$ cat config.mk
export PLATFORM = sky130hd
export DESIGN_NAME = register_pipe_flat
export DESIGN_NICKNAME = d
export VERILOG_FILES = /design/src/rtl/register_pipe_if.sv /design/src/rtl/register_pipe.sv /design/src/flat_wrapper.sv
export SDC_FILE = /design/constraint.sdc
export NUM_CORES = 1
export LEC_CHECK = 0
export ABC_AREA = 1
export BUFFER_PORTS_ARGS = -buffer_cell sky130_fd_sc_hd__buf_2
export CAP_MARGIN = 10
export CORE_MARGIN = 2
export CORE_UTILIZATION = 40
export DETAILED_ROUTE_END_ITERATION = 12
export GPL_TIMING_DRIVEN = 0
export HOLD_SLACK_MARGIN = 0.1
export SETUP_SLACK_MARGIN = 0.15
export SLEW_MARGIN = 10
export SYNTH_ARGS = -nofsm -noshare
export SYNTH_HDL_FRONTEND = slang
export SYNTH_SLANG_ARGS = --single-unit
export TNS_END_PERCENT = 10
$ cat constraint.sdc
create_clock -name clk -period 1.51 [get_ports clk]
set_input_delay 0.0755 -clock clk [delete_from_list [all_inputs] [get_ports clk]]
set_output_delay 0.0755 -clock clk [all_outputs]
set_load 0.005 [all_outputs]
$ cat src/rtl/register_pipe_if.sv
// Handshake bundle for register_pipe: input push side, output pop side and control.
// The slave modport is the pipe's view; master is the producer/consumer environment.
interface register_pipe_if #(
    parameter int WIDTH = 32,
    parameter int DEPTH = 4
);
    localparam int CW = $clog2(DEPTH + 1);

    logic             enable;
    logic             flush;
    logic [WIDTH-1:0] d;
    logic             in_valid;
    logic             in_ready;
    logic [WIDTH-1:0] z;
    logic             out_valid;
    logic             out_ready;
    logic [CW-1:0]    count;

    modport slave (
        input  enable,
        input  flush,
        input  d,
        input  in_valid,
        input  out_ready,
        output in_ready,
        output z,
        output out_valid,
        output count
    );

    modport master (
        output enable,
        output flush,
        output d,
        output in_valid,
        output out_ready,
        input  in_ready,
        input  z,
        input  out_valid,
        input  count
    );
endinterface

$ cat src/rtl/register_pipe.sv
// Elastic register pipeline of DEPTH stages with valid/ready flow control,
// global enable freeze, synchronous flush and a registered occupancy count.
module register_pipe #(
    parameter int WIDTH = 32,
    parameter int DEPTH = 4
) (
    input  logic           clk,
    input  logic           rst_n,
    register_pipe_if.slave bus
);
    localparam int CW = $clog2(DEPTH + 1);

    logic [WIDTH-1:0] data [DEPTH];
    logic [DEPTH-1:0] valid;
    logic [DEPTH-1:0] stage_ready;
    logic [DEPTH-1:0] src_valid;
    logic [WIDTH-1:0] src_data [DEPTH];
    logic [CW-1:0]    count_q;
    logic             suffix_full;
    logic             push;
    logic             pop;

    // ready[i] = !valid[i] || ready[i+1] unrolled: a stage can load unless it
    // and every stage downstream of it are full while the consumer stalls.
    always_comb begin
        stage_ready = '0;
        suffix_full = 1'b1;
        for (int i = DEPTH - 1; i >= 0; i--) begin
            suffix_full    = suffix_full && valid[i];
            stage_ready[i] = bus.out_ready || !suffix_full;
        end
    end

    always_comb begin
        src_valid    = '0;
        src_valid[0] = bus.in_valid;
        src_data[0]  = bus.d;
        for (int i = 1; i < DEPTH; i++) begin
            src_valid[i] = valid[i-1];
            src_data[i]  = data[i-1];
        end
    end

    assign bus.in_ready  = bus.enable && !bus.flush && stage_ready[0];
    assign bus.out_valid = bus.enable && valid[DEPTH-1];
    assign bus.z         = data[DEPTH-1];
    assign bus.count     = count_q;

    assign push = bus.in_valid && bus.in_ready;
    assign pop  = bus.out_valid && bus.out_ready;

    // Data registers only capture real datums so bubbles leave stale data untouched.
    always_ff @(posedge clk or negedge rst_n) begin
        if (!rst_n) begin
            valid <= '0;
            for (int i = 0; i < DEPTH; i++) begin
                data[i] <= '0;
            end
        end else if (bus.enable) begin
            if (bus.flush) begin
                valid <= '0;
            end else begin
                for (int i = 0; i < DEPTH; i++) begin
                    if (stage_ready[i]) begin
                        valid[i] <= src_valid[i];
                        if (src_valid[i]) begin
                            data[i] <= src_data[i];
                        end
                    end
                end
            end
        end
    end

    always_ff @(posedge clk or negedge rst_n) begin
        if (!rst_n) begin
            count_q <= '0;
        end else if (bus.enable) begin
            if (bus.flush) begin
                count_q <= '0;
            end else begin
                case ({push, pop})
                    2'b10:   count_q <= count_q + CW'(1);
                    2'b01:   count_q <= count_q - CW'(1);
                    default: count_q <= count_q;
                endcase
            end
        end
    end
endmodule

$ cat src/flat_wrapper.sv
// flat-port wrapper written by rule: the top's interface ports become plain ports
module register_pipe_flat 
#(
    parameter int WIDTH = 32,
    parameter int DEPTH = 4
)
  (clk, rst_n, bus_enable, bus_flush, bus_d, bus_in_valid, bus_out_ready, bus_in_ready, bus_z, bus_out_valid, bus_count);
  register_pipe_if #(.WIDTH(WIDTH), .DEPTH(DEPTH)) bus_i ();
  input  logic clk;
  input  logic rst_n;
  input wire logic [$bits(bus_i.enable)-1:0] bus_enable;
  input wire logic [$bits(bus_i.flush)-1:0] bus_flush;
  input wire logic [$bits(bus_i.d)-1:0] bus_d;
  input wire logic [$bits(bus_i.in_valid)-1:0] bus_in_valid;
  input wire logic [$bits(bus_i.out_ready)-1:0] bus_out_ready;
  output wire logic [$bits(bus_i.in_ready)-1:0] bus_in_ready;
  output wire logic [$bits(bus_i.z)-1:0] bus_z;
  output wire logic [$bits(bus_i.out_valid)-1:0] bus_out_valid;
  output wire logic [$bits(bus_i.count)-1:0] bus_count;
  assign bus_i.enable = bus_enable;
  assign bus_i.flush = bus_flush;
  assign bus_i.d = bus_d;
  assign bus_i.in_valid = bus_in_valid;
  assign bus_i.out_ready = bus_out_ready;
  assign bus_in_ready = bus_i.in_ready;
  assign bus_z = bus_i.z;
  assign bus_out_valid = bus_i.out_valid;
  assign bus_count = bus_i.count;
  register_pipe #(.WIDTH(WIDTH), .DEPTH(DEPTH)) u_core (.clk(clk), .rst_n(rst_n), .bus(bus_i));
endmodule
# Yosys cells after proc, flatten, opt, wreduce, memory -nomap -nowiden
# Index checks and enable logic that the tools add are counted.
[word_totals] word_cells=52 output_inout_bits=37 reg_bits=135
[op_classes] n_reduce_logical=31 addsub=2 mux=7 bitwise=1 n_eq_ne=2
[op_table] op="$reduce_and 4->1" count=4
[op_table] op="$reduce_and 2->1" count=5
[op_table] op="$logic_and 1x1->1" count=8
[op_table] op="$reduce_bool 2->1" count=4
[op_table] op="$pmux 3 s2" count=1
[op_table] op="$logic_not 1->1" count=5
[op_table] op="$logic_or 1x1->1" count=4
[op_table] op="$mux 1" count=4
[op_table] op="$mux 4" count=1
[op_table] op="$add 3x1->3 const B" count=1
[op_table] op="$mux 3" count=1
[op_table] op="$reduce_bool 3->1" count=1
[op_table] op="$sub 3x1->3 const B" count=1
[op_table] op="$eq 2x1->1 const B" count=1
[op_table] op="$eq 2x2->1 const B" count=1
[op_table] op="$not 1->1" count=1

# Depth between registers and ports, before layout
# Gate-level depths: netlist of run 1.
[logic_depth] ltp_word=10 mapped_depth=14 mapped_depth_nobuf=14

# Worst setup path before layout of run 1
# OpenSTA, ideal clock, no wires.
[synth_timing] kind="reg-to-reg" from="register u_core.valid[3]" to="register u_core.count_q[2], in the netlist u_core.bus.count[2]" arrival_ns=1.488 n_path_buf=0 setup_slack_ns=-0.095 setup_ns=0.117 t_required_ns=1.393 stages_incl_launch_ff=15 path_cell_list="dfrtp_1 nand2_1 nor2_2 nand3_1 nand3_2 nand2_1 xor2_1 inv_1 ha_1 inv_1 nand2_1 inv_1 nand2_1 nand3_1 nand2_1"
[synth_via] elab_chain_len=10
[synth_lines] element="from (decl)" line="register_pipe.sv:14" source="logic [DEPTH-1:0] valid;"
[synth_lines] element="from (signal, indexed assignment)" line="register_pipe.sv:65" source="valid[i] <= src_valid[i];"
[synth_lines] element="$logic_and 1x1->1 (3 in series)" line="register_pipe.sv:29" source="suffix_full = suffix_full && valid[i];"
[synth_lines] element="$logic_not 1->1" line="register_pipe.sv:30" source="stage_ready[i] = bus.out_ready || !suffix_full;"
[synth_lines] element="$logic_or 1x1->1" line="register_pipe.sv:30"
[synth_lines] element="$logic_and 1x1->1" line="register_pipe.sv:44" source="assign bus.in_ready = bus.enable && !bus.flush && stage_ready[0];"
[synth_lines] element="$logic_and 1x1->1" line="register_pipe.sv:49" source="assign push = bus.in_valid && bus.in_ready;"
[synth_lines] element="$eq 2x1->1 / $eq 2x2->1 (equally long branches)" line="register_pipe.sv:82" source="case ({push, pop})"
[synth_lines] element="$pmux 3 s2 / $reduce_bool 3->1 (equally long branches)"
[synth_lines] element="$mux 3 / $reduce_and 2->1 (equally long branches)"
[synth_lines] element="to (signal assigned)" line="register_pipe.sv:83" source="2'b10: count_q <= count_q + CW'(1);"
[synth_lines] element="to (signal assigned)" line="register_pipe.sv:84" source="2'b01: count_q <= count_q - CW'(1);"
[synth_lines] element="to (signal assigned)" line="register_pipe.sv:85" source="default: count_q <= count_q;"
[synth_lines] element="to (decl)" line="register_pipe.sv:18" source="logic [CW-1:0] count_q;"
# Parallel ways exist; a longest one is shown, timed or not.
# A chain may end at the register's enable or synchronous reset.

# Worst setup path in the final report of run 1
[layout_timing] from="register u_core.valid[2]" to="register u_core.data[94] in the netlist's numbering"
[layout_via] elab_chain_len=5
[layout_lines] element="$logic_and 1x1->1 (2 in series)" line="register_pipe.sv:29"
[layout_lines] element="$logic_not 1->1" line="register_pipe.sv:30"
[layout_lines] element="$logic_or 1x1->1" line="register_pipe.sv:30"
[layout_lines] element="$reduce_and 4->1 (no line)"
[layout_lines] element="to (signal, indexed assignment)" line="register_pipe.sv:67" source="data[i] <= src_data[i];"
[layout_lines] element="to (decl)" line="register_pipe.sv:13" source="logic [WIDTH-1:0] data [DEPTH];"
# No other way between the ends.

==> results of run 1 <==
layout make-up:
| type | instances | area share [%] |
|---|---|---|
| clock buffer | 18 | 5.60 |
| tap | 176 | 2.87 |
| clock inverter | 14 | 2.60 |
| buffer | 56 | 7.03 |
| sequential | 135 | 44.1 |
| inverter | 60 | 2.97 |
| multi-input combinational | 268 | 22.2 |
| timing repair buffer | 126 | 12.6 |
worst max-delay path by stage:
stage / end / slack [ps] / cells after the start
4_1_cts: u_core.bus.count[2] / -60 / 14
3_3_place_gp: u_core.bus.z[4] / -1380 / 1
3_5_place_dp: u_core.bus.count[2] / -170 / 14
5_1_grt: u_core.data[94] / -230 / 11
6_report: u_core.data[94] / -130 / 11
2_1_floorplan: u_core.bus.count[2] / -30 / 14
flip-flops by register name, indices dropped and copies added (netlist names):
register          cells
u_core.data          96
u_core.bus.count      3
u_core.bus.z         32
u_core.valid          4
logic make-up after synthesis:
family                     synth area share, %
AOI/OAI and AO/OA                         9.29
xor gates and xnor gates                 0.161
adders and majority gates                0.229
buffers and inverters                     11.6
DFF                                       62.0
muxes                                     7.02
and+or+nand+nor                           9.78
worst max-delay path: cells and delay by family, from the launching register on:
kind | cells | cell delay, ps
AO/OA/AOI/OAI | 2 | 190
buffers and inverters | 4 | 530
flip-flops | 1 | 390
AND/OR/NAND/NOR | 5 | 410
per-layer routing:
| layer | part of all wire [%] | global-route usage (%) | vias up |
|---|---|---|---|
| li1 | - | - | 1912 |
| met1 | 46 | 22.1 | 1901 |
| met2 | 49 | 27.6 | 64 |
| met3 | 2.9 | 3.35 | 22 |
| met4 | 2.0 | 7.70 | 0 |
| met5 | 0 | 0 | - |
metrics by stage:
step / total power [mW] / instances / TNS, ps / hold WS, ps / worst slack [ps]
after floorplan: 6.76 / 519 / -34.1 / -220 / -34.1
after global placement: 7.50 / 769 / -184850 / 308 / -1380
after detailed placement: 7.63 / 770 / -278 / 70.2 / -170
after CTS: 12.2 / 847 / -124 / 120 / -62.6
after global routing: 13.0 / 853 / -10550 / 226 / -226
final: 12.3 / 853 / -4220 / 174 / -128
repair_timing:
item,4_1_cts,5_1_grt
gates resized for setup,82,49
hold buffers,36,0
gates cloned,1,4
setup buffers,8,2
setup endpoints to repair,108,136
hold endpoints to repair,100,0
pin swaps,20,15
report_power, final:
group          switching [mW]  internal (mW)  total (mW)
combinational            1.10           1.50        2.60
clock                    1.61           2.77        4.39
sequential              0.580           4.75        5.33
cell usage in the layout (no fill, tap or decap), types with 7 or more instances in the layout:
| master | synthesis | final |
|---|---|---|
| a21oi_2 | 1 | 12 |
| o21ai_1 | 0 | 13 |
| buf_2 | 12 | 73 |
| o21ai_0 | 51 | 34 |
| nand2_1 | 71 | 53 |
| nor2_1 | 47 | 32 |
| inv_1 | 60 | 57 |
| buf_6 | 7 | 7 |
| a21oi_1 | 47 | 34 |
| nor2_4 | 1 | 15 |
| nand2_2 | 0 | 16 |
| clkbuf_16 | 0 | 21 |
| mux2_2 | 34 | 34 |
| buf_4 | 34 | 45 |
| dfrtp_1 | 135 | 135 |
| dlygate4sd3_1 | 0 | 36 |
==> impl_metrics.yaml, run 1 <==
clocking:
  cts_tree: "yes"
  clk_pin_slew_ps: 60
  cts_max_path_buffers: 2
  clock_sinks: 135
  h-tree-depth: 4
  clockRootBuffer: "clkbuf_16"
  cts-buffers-inserted: 17
  insertion_delay_ps: 420
route:
  drcViolationCount: 0
  drt-wirelength-per-cell_um: 13.9
  vias_per_cell: 4.57
  first_iter_violations: 175
  via_count: 3899
  drt_wl_total_um: 11900
  drt_first_pass_iters: 4
  ant_nets: 0
worst_setup_path:
  reg2reg_depth: 11
  critPathArrivalTime_ps: 1950
  crit_type: "flop to flop"
  r2r_slack_ps: -130
  startpoint: "u_core.valid[2]"
  crit_path_start_kind: "flop"
  crit_fanout: 5
  crit_path_end_kind: "flop"
  r2r_end: "u_core.data[94]"
  cp.required_ps: 1820
  crit_chain: "nand2_1 > nor2_2 > buf_4 > inv_4 > nor2_4 > a21oi_2 > nand3_2 > clkbuf_16 > buf_16 > nor2_4 > a21oi_2"
  slowest_delay_ps: 390
  r2r-start: "u_core.valid[2]"
  slowest_stage: "dfrtp_1"
timing:
  hold_viol_final: 0
  max_slew.worst_pin.slew_ps: 521
  fmaxAchievable_mhz: 610
  slew_headroom_pct: 65.2
  setup_viol: 52
  rsz0062_at_grt: "true"
  setup_ws_ps: -128
  maxSlewViolCount: 0
  period_share_pct: 108
  finClkSkew_ps: 6.69
  fin_crit_ps: 1640
outcome:
  violations: "setup timing"
  outcome: "complete, but fails checks"
yosys:
  synth_commonest_cells: "135 x dfrtp_1, 71 x nand2_1, 60 x inv_1"
  synth_enable_flop_cells: 0
  ys_ff_latch: 135
  ys_async_sr_fraction_pct: 100
  synth_area_um2: 5450
  synth-main-ff-cell: "dfrtp_1"
  avgSynthCellArea_um2: 10.5
  seq_area_frac_synth_pct: 62.0
  netlist.area_leader.share_pct: 62.0
  yosys_warnings: 0
  yosysUniqueCellTypes: 20
  synth_most_common_cell: "dfrtp_1"
  ys_top_cells_by_area: "dfrtp_1 62%, mux2_2 7.0%, nand2_1 4.9%"
  postSynthCellCount: 519
  yosysTopAreaCell: "dfrtp_1"
  syn_nets: 558
final_layout:
  final_util_pct: 57.7
  seqCellArea_um2: 3380
  layout-drive-gt1-share_pct: 40.2
  nets: 703
  nFillCells: 1113
  final_area_um2: 7670
  diodes: 0
  multi_input_area_um2: 1710
  areaGrowthSynthToFinish_pct: 40.6
placed_design:
  postPlaceCellArea_um2: 6100
  gp_congestion: 0.781
  io_buffer_count: 74
  hpwl_um: 7380
pwr:
  p_per_area_nw_per_um2: 1610
  ir_drop_mv: 0.531
  p_leak_nw: 3.90
floorplanning:
  rows: 42
  die_w_um: 121
  die_area_um2: 14600
  die_h_um: 121
  core_um2: 13300
  pin_count: 75
  initial_core_util_pct: 41.0
global_routing:
  grt_pass1_wl_um: 19100
  grt_pass1_vias: 3964
  antenna_found_initial: 0
  grt_util_all_layers_pct: 17.0
  grt_max_degree: 81
  grt-ovfl-total: 0
run:
  cap_viol_max_count: 0
hold_path:
  min_path_type: "input port to async pin"
Power figures use the tool's default switching activity.
==> run 2: changes to the inputs <==
--- a/config.mk
+++ b/config.mk
@@ -5,7 +5,6 @@
 export SDC_FILE = /design/constraint.sdc
 export NUM_CORES = 1
 export LEC_CHECK = 0
-export ABC_AREA = 1
 export BUFFER_PORTS_ARGS = -buffer_cell sky130_fd_sc_hd__buf_2
 export CAP_MARGIN = 10
 export CORE_MARGIN = 2
==> constraint.sdc (replaced) <==
create_clock -name clk -period 1.6 [get_ports clk]
set_input_delay 0.08 -clock clk [delete_from_list [all_inputs] [get_ports clk]]
set_output_delay 0.08 -clock clk [all_outputs]
set_load 0.005 [all_outputs]
==> run 2 against run 1 <==
Effect of this change:
- the flow still finishes with violations (setup timing)
- sequential share of layout area decreased by 0.51 points
- utilization rose by 0.49 points
- worst setup slack improved by 74 ps
- via count fell by 17%
- global-route usage down 1.5 points
- flip-flop and latch count stayed put
- hold slack lost 21 ps
- clock power is 12% lower
- area after synthesis rose by 1.1%
- combinational power shrank 17%
- critical endpoint is now u_core.data[69]
==> impl_metrics.yaml, run 2 <==
outcome:
  outcome: "complete, but fails checks"
  violations: "setup timing"
timing:
  maxSlewViolCount: 0
  fin_crit_ps: 1650
  setup_ws_ps: -54.2
  fmaxAchievable_mhz: 605
  period_share_pct: 103
  slew_headroom_pct: 62.3
  setup_viol: 60
  finClkSkew_ps: 7.59
  hold_viol_final: 0
  max_slew.worst_pin.slew_ps: 566
  rsz0062_at_grt: "true"
final_layout:
  multi_input_area_um2: 2130
  nFillCells: 1079
  stdcell_count: 690
  seqCellArea_um2: 3380
  diodes: 0
  regMostFlops: "u_core.data"
  largest_reg_flops: 96
  areaGrowthSynthToFinish_pct: 40.7
  layout-drive-gt1-share_pct: 59.3
  nets: 540
  mostFrequentLayoutCell: "dfrtp_1"
  final_cell_mix: "133 x dfrtp_1, 83 x mux2_4, 74 x buf_2"
worst_setup_path:
  crit_fanout: 7
  crit_path_end_kind: "flop"
  endpoint: "u_core.data[69]"
  r2r-start: "u_core.valid[2]"
  crit_type: "flop to flop"
  r2r_end: "u_core.data[69]"
  crit_path_start_kind: "flop"
  r2r_slack_ps: -50
  critPathArrivalTime_ps: 1950
  startpoint: "u_core.valid[2]"
  cp.required_ps: 1890
  reg2reg_depth: 6
pwr:
  p_leak_nw: 3.83
  ir_drop_mv: 0.695
  fin_total_pwr_mw: 10.9
  p_per_area_nw_per_um2: 1410
yosys:
  ys_top_cells_by_area: "dfrtp_1 61%, mux2_2 19%, mux2_1 7.1%"
  postSynthCellCount: 355
  synth_most_common_cell: "dfrtp_1"
  yosysUniqueCellTypes: 35
  seq_area_frac_synth_pct: 61.3
  synth_area_um2: 5520
  avgSynthCellArea_um2: 15.5
  yosysTopAreaCell: "dfrtp_1"
  synth_commonest_cells: "135 x dfrtp_1, 93 x mux2_2, 35 x buf_4, 35 x mux2_1"
  syn_nets: 394
  netlist.area_leader.share_pct: 61.3
  ys_ff_latch: 135
  ys_async_sr_fraction_pct: 100
  yosys_warnings: 0
  synth-main-ff-cell: "dfrtp_1"
  synth_enable_flop_cells: 0
route:
  drcViolationCount: 0
  drt_wl_total_um: 11000
  vias_per_cell: 4.69
  via_count: 3235
  ant_nets: 0
  drt_first_pass_iters: 5
  first_iter_violations: 126
  drt-wirelength-per-cell_um: 15.9
placed_design:
  placed_cells: 606
  hpwl_um: 6250
  gp_congestion: 0.827
  io_buffer_count: 74
global_routing:
  grt_util_met2_pct: 24.3
  antenna_found_initial: 0
  use_met1_pct: 20.5
  grt_pass1_vias: 3403
  met3_usage_pct: 3.71
  top_usage_layer: "met2"
  grt_util_all_layers_pct: 15.5
  grt_max_degree: 76
  grt-ovfl-total: 0
  grt_pass1_wl_um: 17300
clocking:
  clk_pin_slew_ps: 60
  h-tree-depth: 4
  cts_max_path_buffers: 2
  cts_tree: "yes"
  clock_sinks: 135
  cts-buffers-inserted: 17
  clockRootBuffer: "clkbuf_16"
  insertion_delay_ps: 410
run:
  cap_viol_max_count: 0
floorplanning:
  die_h_um: 121
  rows: 42
  die_w_um: 121
  initial_core_util_pct: 41.3
  core_um2: 13300
  pin_count: 75
  die_area_um2: 14700
hold_path:
  whs_path_depth: 3
  min_path_type: "input port to flop"
[run 2: changes by cell type in the layout (fill, tap and decap cells not counted), sizes merged, moves of 3 or more]
cell	delta
mux2	+94
nand2	-69
inv	-55
o21ai	-49
nor2	-48
a21oi	-45
nand3	-7
clkbuf	-3
o22ai	+3
[run 2: power by group]
group | leakage (nW) | total (mW) | internal (mW) | switching [mW]
Combinational | 1.83 | 2.15 | 1.57 | 0.584
Sequential | 1.72 | 4.92 | 4.40 | 0.523
Clock | 0.281 | 3.85 | 2.42 | 1.43
Total | 3.83 | 10.9 | 8.38 | 2.54
[run 2: per-layer routing]
| layer | share of wire, % | vias to the layer above | routed length, um |
|---|---|---|---|
| li1 | - | 1518 | - |
| met5 | 0 | - | 0 |
| met1 | 46 | 1640 | 5080 |
| met2 | 49 | 60 | 5370 |
| met4 | 1.6 | 0 | 175 |
| met3 | 3.3 | 17 | 357 |
[run 2: critical path: stages (launching register included)]
cell     delay [ps]
dfrtp_2         410
and4b_1         220
buf_6           130
nor3_4          140
buf_12          180
buf_6           140
mux2_1          320
[run 2: how the worst min path moves through the flow]
| stage | startpoint | to | slack (ps) |
|---|---|---|---|
| 5_1_grt | bus_enable | u_core.valid[0] | 200 |
| 6_report | bus_out_ready | u_core.valid[3] | 150 |
| 3_3_place_gp | bus_d[29] | u_core.data[125] | 300 |
| 4_1_cts | bus_out_ready | u_core.valid[3] | 110 |
| 2_1_floorplan | rst_n | u_core.bus.count[0] | -220 |
| 3_5_place_dp | rst_n | u_core.data[115] | 90 |
[run 2: cell families (layout without fill, tap and decap cells)]
family / after synthesis / after routing / synth area share, %
multiplexers: 128 / 128 / 26.1
AND/OR/NAND/NOR: 19 / 19 / 2.36
XOR/XNOR: 2 / 2 / 0.567
AO/OA/AOI/OAI: 17 / 17 / 2.54
buffers and inverters: 53 / 212 / 6.92
flip-flops: 135 / 135 / 61.3
adder cells (fa/ha/maj): 1 / 1 / 0.227
[run 2: area by class of cell]
type,instances,area share (%)
flip-flops and latches,135,43.6
inverters,6,0.290
repair buffers,127,12.3
clock inverters,11,1.58
clock buffers,21,6.06
multi-input cells,167,27.4
plain buffers,47,6.03
well taps,176,2.84
[run 2: metrics by stage]
step	util, %	hold WS [ps]	instance area [um^2]	setup WS [ps]	setup TNS [ps]
detailed placement	46.2	94.8	6170	-349	-24580
floorplan	-	-216	5550	-17.6	-101
finish	58.1	153	7760	-54.2	-1080
global placement	46.0	296	6140	-1330	-198790
CTS	56.2	112	7500	-125	-4110
global route	58.1	198	7760	-126	-4440
[run 2: repair_timing]
| action | in CTS | in global routing |
|---|---|---|
| pin swaps | 4 | 7 |
| buffers inserted | 11 | 3 |
| resized for setup | 71 | 49 |
| hold endpoints to repair | 93 | 0 |
| gates cloned | 2 | 2 |
| setup endpoints to repair | 130 | 130 |
| hold buffers | 34 | 0 |
